==> src/rtl/uart_tx_cfg.sv <==
// Runtime-configurable UART transmitter: 5-8 data bits, none/even/odd parity, 1 or 2 stop bits.
// Format and baud divisor are captured at the handshake, so input changes never disturb a frame in flight.
module uart_tx_cfg #(
  parameter int BAUD_W = 16,
  parameter int DATA_W = 8
) (
  input  logic              SCLK,
  input  logic              RST_n,
  input  logic [BAUD_W-1:0] baud_div,
  input  logic [1:0]        cfg_data_bits,
  input  logic [1:0]        cfg_parity,
  input  logic              cfg_stop2,
  input  logic [DATA_W-1:0] tx_data,
  input  logic              tx_valid,
  output logic              tx_ready,
  output logic              tx,
  output logic              tx_busy,
  output logic              tx_done
);

  typedef enum logic [2:0] {
    S_IDLE   = 3'd0,
    S_START  = 3'd1,
    S_DATA   = 3'd2,
    S_PARITY = 3'd3,
    S_STOP   = 3'd4
  } state_t;

  localparam logic [BAUD_W-1:0] BAUD_ONE = {{(BAUD_W-1){1'b0}}, 1'b1};

  state_t            r_state, w_state_nxt;
  logic [BAUD_W-1:0] r_baud_cnt, w_baud_cnt_nxt, r_div;
  logic [2:0]        r_bit_idx, w_bit_idx_nxt, w_last_idx;
  logic              r_stop_idx, w_stop_idx_nxt;
  logic [DATA_W-1:0] r_shift, w_shift_nxt;
  logic [1:0]        r_nbits, r_par_mode;
  logic              r_stop2, r_par_bit, r_tx;
  logic              w_bit_end, w_last_stop, w_xfer, w_par_en, w_tx_nxt, w_par_bit_in;
  logic [DATA_W-1:0] w_mask, w_data_in;

  // Unused high character bits are cleared so both the shifter and the parity see only N bits.
  assign w_mask       = {DATA_W{1'b1}} >> (2'd3 - cfg_data_bits);
  assign w_data_in    = tx_data & w_mask;
  assign w_par_bit_in = (^w_data_in) ^ (cfg_parity == 2'd2);

  assign w_par_en    = (r_par_mode == 2'd1) || (r_par_mode == 2'd2);
  assign w_last_idx  = 3'd4 + {1'b0, r_nbits};
  assign w_bit_end   = (r_baud_cnt == r_div);
  assign w_last_stop = (r_state == S_STOP) && w_bit_end && (r_stop_idx == r_stop2);

  assign tx_ready = (r_state == S_IDLE) || w_last_stop;
  assign tx_done  = w_last_stop;
  assign tx_busy  = (r_state != S_IDLE);
  assign tx       = r_tx;
  assign w_xfer   = tx_valid && tx_ready;

  always_comb begin
    w_state_nxt    = r_state;
    w_bit_idx_nxt  = r_bit_idx;
    w_stop_idx_nxt = r_stop_idx;
    w_shift_nxt    = r_shift;
    w_baud_cnt_nxt = w_bit_end ? '0 : r_baud_cnt + BAUD_ONE;
    w_tx_nxt       = 1'b1;
    case (r_state)
      S_IDLE: begin
        w_baud_cnt_nxt = '0;
        if (w_xfer) w_state_nxt = S_START;
      end
      S_START: begin
        if (w_bit_end) begin
          w_state_nxt   = S_DATA;
          w_bit_idx_nxt = 3'd0;
        end
      end
      S_DATA: begin
        if (w_bit_end) begin
          w_shift_nxt = r_shift >> 1;
          if (r_bit_idx == w_last_idx) begin
            w_state_nxt    = w_par_en ? S_PARITY : S_STOP;
            w_stop_idx_nxt = 1'b0;
          end else begin
            w_bit_idx_nxt = r_bit_idx + 3'd1;
          end
        end
      end
      S_PARITY: begin
        if (w_bit_end) begin
          w_state_nxt    = S_STOP;
          w_stop_idx_nxt = 1'b0;
        end
      end
      S_STOP: begin
        if (w_last_stop) w_state_nxt = w_xfer ? S_START : S_IDLE;
        else if (w_bit_end) w_stop_idx_nxt = 1'b1;
      end
      default: begin
        w_state_nxt    = S_IDLE;
        w_baud_cnt_nxt = '0;
      end
    endcase
    if (w_xfer) w_shift_nxt = w_data_in;
    // tx is registered from the next state so the start bit appears on the accepting edge.
    case (w_state_nxt)
      S_START:  w_tx_nxt = 1'b0;
      S_DATA:   w_tx_nxt = w_shift_nxt[0];
      S_PARITY: w_tx_nxt = r_par_bit;
      default:  w_tx_nxt = 1'b1;
    endcase
  end

  always_ff @(posedge SCLK or negedge RST_n) begin
    if (!RST_n) begin
      r_state    <= S_IDLE;
      r_baud_cnt <= '0;
      r_bit_idx  <= 3'd0;
      r_stop_idx <= 1'b0;
      r_shift    <= '0;
      r_div      <= '0;
      r_nbits    <= 2'd0;
      r_par_mode <= 2'd0;
      r_stop2    <= 1'b0;
      r_par_bit  <= 1'b0;
      r_tx       <= 1'b1;
    end else begin
      r_state    <= w_state_nxt;
      r_baud_cnt <= w_baud_cnt_nxt;
      r_bit_idx  <= w_bit_idx_nxt;
      r_stop_idx <= w_stop_idx_nxt;
      r_shift    <= w_shift_nxt;
      r_tx       <= w_tx_nxt;
      if (w_xfer) begin
        r_div      <= baud_div;
        r_nbits    <= cfg_data_bits;
        r_par_mode <= cfg_parity;
        r_stop2    <= cfg_stop2;
        r_par_bit  <= w_par_bit_in;
      end
    end
  end

endmodule

==> config.mk <==
export PLATFORM = sky130hd
export DESIGN_NAME = uart_tx_cfg
export DESIGN_NICKNAME = d
export VERILOG_FILES = /design/src/rtl/uart_tx_cfg.sv
export SDC_FILE = /design/constraint.sdc
export NUM_CORES = 1
export LEC_CHECK = 0
export ABC_AREA = 0
export BUFFER_PORTS_ARGS = -buffer_cell sky130_fd_sc_hd__buf_2
export CAP_MARGIN = 15
export CORE_ASPECT_RATIO = 0.8
export CORE_MARGIN = 2
export CORE_UTILIZATION = 40
export DETAILED_ROUTE_END_ITERATION = 6
export GPL_TIMING_DRIVEN = 0
export SYNTH_ARGS = -nofsm -noshare
export SYNTH_HDL_FRONTEND = slang
export SYNTH_SLANG_ARGS = --single-unit
==> constraint.sdc <==
create_clock -name SCLK -period 6.42 [get_ports SCLK]
set_input_delay 0.642 -clock SCLK [delete_from_list [all_inputs] [get_ports SCLK]]
set_output_delay 0.642 -clock SCLK [all_outputs]
set_load 0.01 [all_outputs]
==> flow_summary.rst <==
.. list-table::
   :header-rows: 1

   * - Metric
     - Value
   * - Status
     - finished clean
   * - Pre-CTS setup slack
     - about 3.8 ns
   * - Vias in the first global route
     - roughly 1,800
   * - Cell area power density
     - between 300 and 400 nW/um2
   * - Detailed placer's ending HPWL
     - between 3000 and 4000 um
   * - Area of the core
     - 6470 um2
   * - Number of enable flip-flop cells after synthesis
     - 0
   * - Final setup TNS
     - 0 ns
   * - Global Route Usage Sum
     - 15.8%
   * - Die footprint
     - 7450 um2
   * - Worst-Margin Slew
     - 0.464 ns
   * - Number of H-tree levels
     - 2
   * - Clock sink total
     - 54
   * - Die width
     - roughly 96 um
   * - Time the worst path needs with I/O delays and setup
     - 2.96 ns
   * - Last weighted congestion value of the routability-driven placer
     - 0.737
   * - Overall overflow remaining after global route
     - 0
   * - Number of top-level pins
     - 36
   * - Category of the most critical setup path
     - flip-flop to output port
   * - Part of the cycle the worst path needs
     - 46.1%
   * - Port buffer count
     - 35
   * - Post-CTS Resized
     - 0
   * - Layout Area Growth over Synthesis
     - 14.5%
   * - Pleak
     - between 0.001 and 0.0015 uW
   * - Slew Limit Headroom
     - 69.0%
   * - Clk_lat worst skew
     - ~0.3 ns
   * - DRC marker count from the first detailed-route iteration
     - 115
   * - Global-route wire length before repair
     - 9070 um
   * - Synth Cell Area
     - 2710 um2
   * - Remaining DRCs
     - 0
   * - Kind of start point of the critical path
     - flip-flop
   * - Number of placement rows
     - 26
   * - Setup slack after layout
     - approximately 3.5 ns
   * - Pre-Repair DR Iteration Count
     - 4
   * - Pwr Total
     - 958 uW
   * - Vias after detailed routing
     - 1,886
   * - Cell taking the most area after synthesis
     - dfrtp_1
   * - Initial antenna violation count
     - 0
   * - Clock buffer depth
     - 2
   * - Main area contributors after synthesis
     - dfrtp_1 (49%), mux2_2 (9.1%), xor2_1 (6.5%), xnor2_1 (5.8%), nor2_1 (4.0%)
   * - RSZ-0062 raised after global routing
     - no
   * - Met2 track demand over resource
     - 21.2%
   * - Post-synthesis area per instance
     - 10.8 um2
   * - Final count of negative-setup-slack endpoints
     - 0
   * - Maximum resistive drop on vdd
     - 133 uV
   * - Most utilized layer in the global route result
     - met1
   * - CTS clk-pin slew, worst paths
     - about 0.090 ns
   * - Total of hold buffers inserted after clock tree synthesis
     - 0
   * - Maximum number of pins on one net before global-route repair
     - 40
   * - Layout cells sized above 1
     - 26.9%
   * - Main flop type after synthesis
     - dfrtp_1
   * - Drt via density
     - 4.99
   * - Clock tree from TritonCTS
     - yes
   * - Hold WC Path Type
     - primary input to asynchronous set/reset pin
   * - Yosys Warn Count
     - 0
   * - Clock tree root driver cell
     - clkbuf_8
   * - Final-report hold violation count
     - 0
   * - Drt wl/cell
     - 14.1 um
   * - Total setup buffers inserted after CTS
     - 0
   * - Worst endpoint data arrival time
     - 2.32 ns
   * - Data required time of the worst path
     - 5.78 ns
   * - Met3 track demand over resource
     - 3.20%
   * - Final number of max-transition violations
     - 0
   * - Number of instances in the synthesized netlist
     - 250
   * - Worst-path maximum fanout
     - 10
   * - Met1 Usage GRT
     - 25.7%
   * - Crit path capture type
     - output port
   * - Synth unique cells
     - 43
   * - Clock buffer count from CTS
     - 5
   * - Die boundary height
     - 77.6 um
   * - Synth top area share
     - between 40% and 50%
   * - Max_cap viols
     - 0
   * - Synth Register Bits
     - 54
   * - Antenna Diode Count
     - 0
   * - Final wirelength
     - 5320 um
   * - Maximum clock frequency
     - 0.338 GHz
   * - Number of nets in the layout
     - roughly 330
   * - Fraction of the yosys area taken by sequential cells
     - 49.9%
   * - Final ANT Viol Nets
     - 0
   * - Worst Clk Skew
     - ~0.013 ns
   * - Post-synthesis async set-or-reset flop share
     - 100%
   * - Syn_nets
     - 284
   * - Starting density of the core
     - 41.9%
cells by family after synthesis:
| logic type | count (synthesis) | share of synthesized area [%] |
|---|---|---|
| and+or+nand+nor | 81 | 15.4 |
| DFF | 54 | 49.9 |
| xor gates and xnor gates | 38 | 12.3 |
| AOI/OAI and AO/OA | 35 | 8.91 |
| muxes | 23 | 9.51 |
| buffers and inverters | 17 | 3.09 |
| adders and majority gates | 2 | 0.923 |
state kept, by name, indices dropped and copies added (netlist names):
register	cells
r_stop2	1
r_par_bit	1
r_state	3
r_baud_cnt	16
tx	1
r_shift	8
r_stop_idx	1
r_nbits	2
r_bit_idx	3
r_div	16
r_par_mode	2
per-layer routing:
layer  part of all wire, %  vias to the layer above  wire (um)
met5                     0                        -          0
met4                  0.51                        0         27
met3                   5.8                        2        311
met2                    41                       36       2210
met1                    52                      894       2780
li1                      -                      954          -
through the flow:
step	hold WS, ns	cells	utilization, %	cell area [um2]
2_1_floorplan	0.346	250	-	2710
3_3_place_gp	0.473	369	46.2	2990
3_5_place_dp	0.471	370	46.5	3010
4_1_cts	0.247	378	47.9	3100
5_1_grt	0.251	378	47.9	3100
6_report	0.246	378	47.9	3100
path summary, 6_finish.rpt:
| check | slack [ns] | start | endpoint | cells after the start |
|---|---|---|---|---|
| worst min register to register | 0.49 | r_bit_idx[2] | r_bit_idx[2] | 1 |
| worst max register to register | 4.04 | r_baud_cnt[12] | r_shift[2] | 7 |
| worst max-delay path | 3.46 | r_baud_cnt[12] | tx_ready | 7 |
| max in group asynchronous | 5.60 | RST_n | tx | 2 |
| worst min-delay path | 0.25 | RST_n | r_div[5] | 1 |
| min in group SCLK | 0.49 | r_bit_idx[2] | r_bit_idx[2] | 1 |
final cells by class:
class                      count  area [um2]
buffer                         7        46.3
clock buffer                   7        86.3
clock inverter                 1        5.00
fill                         634        3370
inverter                      10        37.5
multi-input combinational    179        1270
sequential                    54        1350
tap                           84         105
timing repair buffer          36         195
worst max-delay path, stage by stage, from the launching register on:
cell	delay [ns]
dfrtp_1	0.44
xor2_1	0.19
nor4_2	0.38
nand4_2	0.27
buf_2	0.26
nand2b_1	0.19
o21ai_0	0.14
buf_2	0.14
report_power, final:
group | total, uW | internal [uW] | switching, uW
Clock | 194 | 87.3 | 106
Combinational | 251 | 140 | 111
Sequential | 513 | 438 | 75.1
Total | 958 | 665 | 293
synth_stat cells, drive strengths merged (2+ instances only):
master,instances
dfrtp,53
nor2,29
mux2,22
xor2,20
xnor2,18
nand2,15
o21ai,12
inv,10
nand3,7
a21oi,6
a221o,6
buf,6
nor2b,5
or3,5
nor4,4
and3,3
nand2b,3
and2,2
ha,2
nand4,2
nor3,2
or2,2
layout by cell type (no fill, tap or decap), types with 2 or more instances in the layout:
master	instances
nor2b_1	5
inv_1	10
a21oi_1	6
xnor2_1	18
mux2_2	22
ha_1	2
nand2_1	15
nand2b_1	3
clkbuf_1	2
dfrtp_1	53
xor2_1	20
buf_6	2
nand3_1	7
clkbuf_8	6
a221o_1	6
o21ai_0	12
nor3_1	2
and3_1	3
nor2_1	29
buf_2	39
nor4_2	3
or3_1	5
No activity file was read; power rests on OpenSTA's default activity.
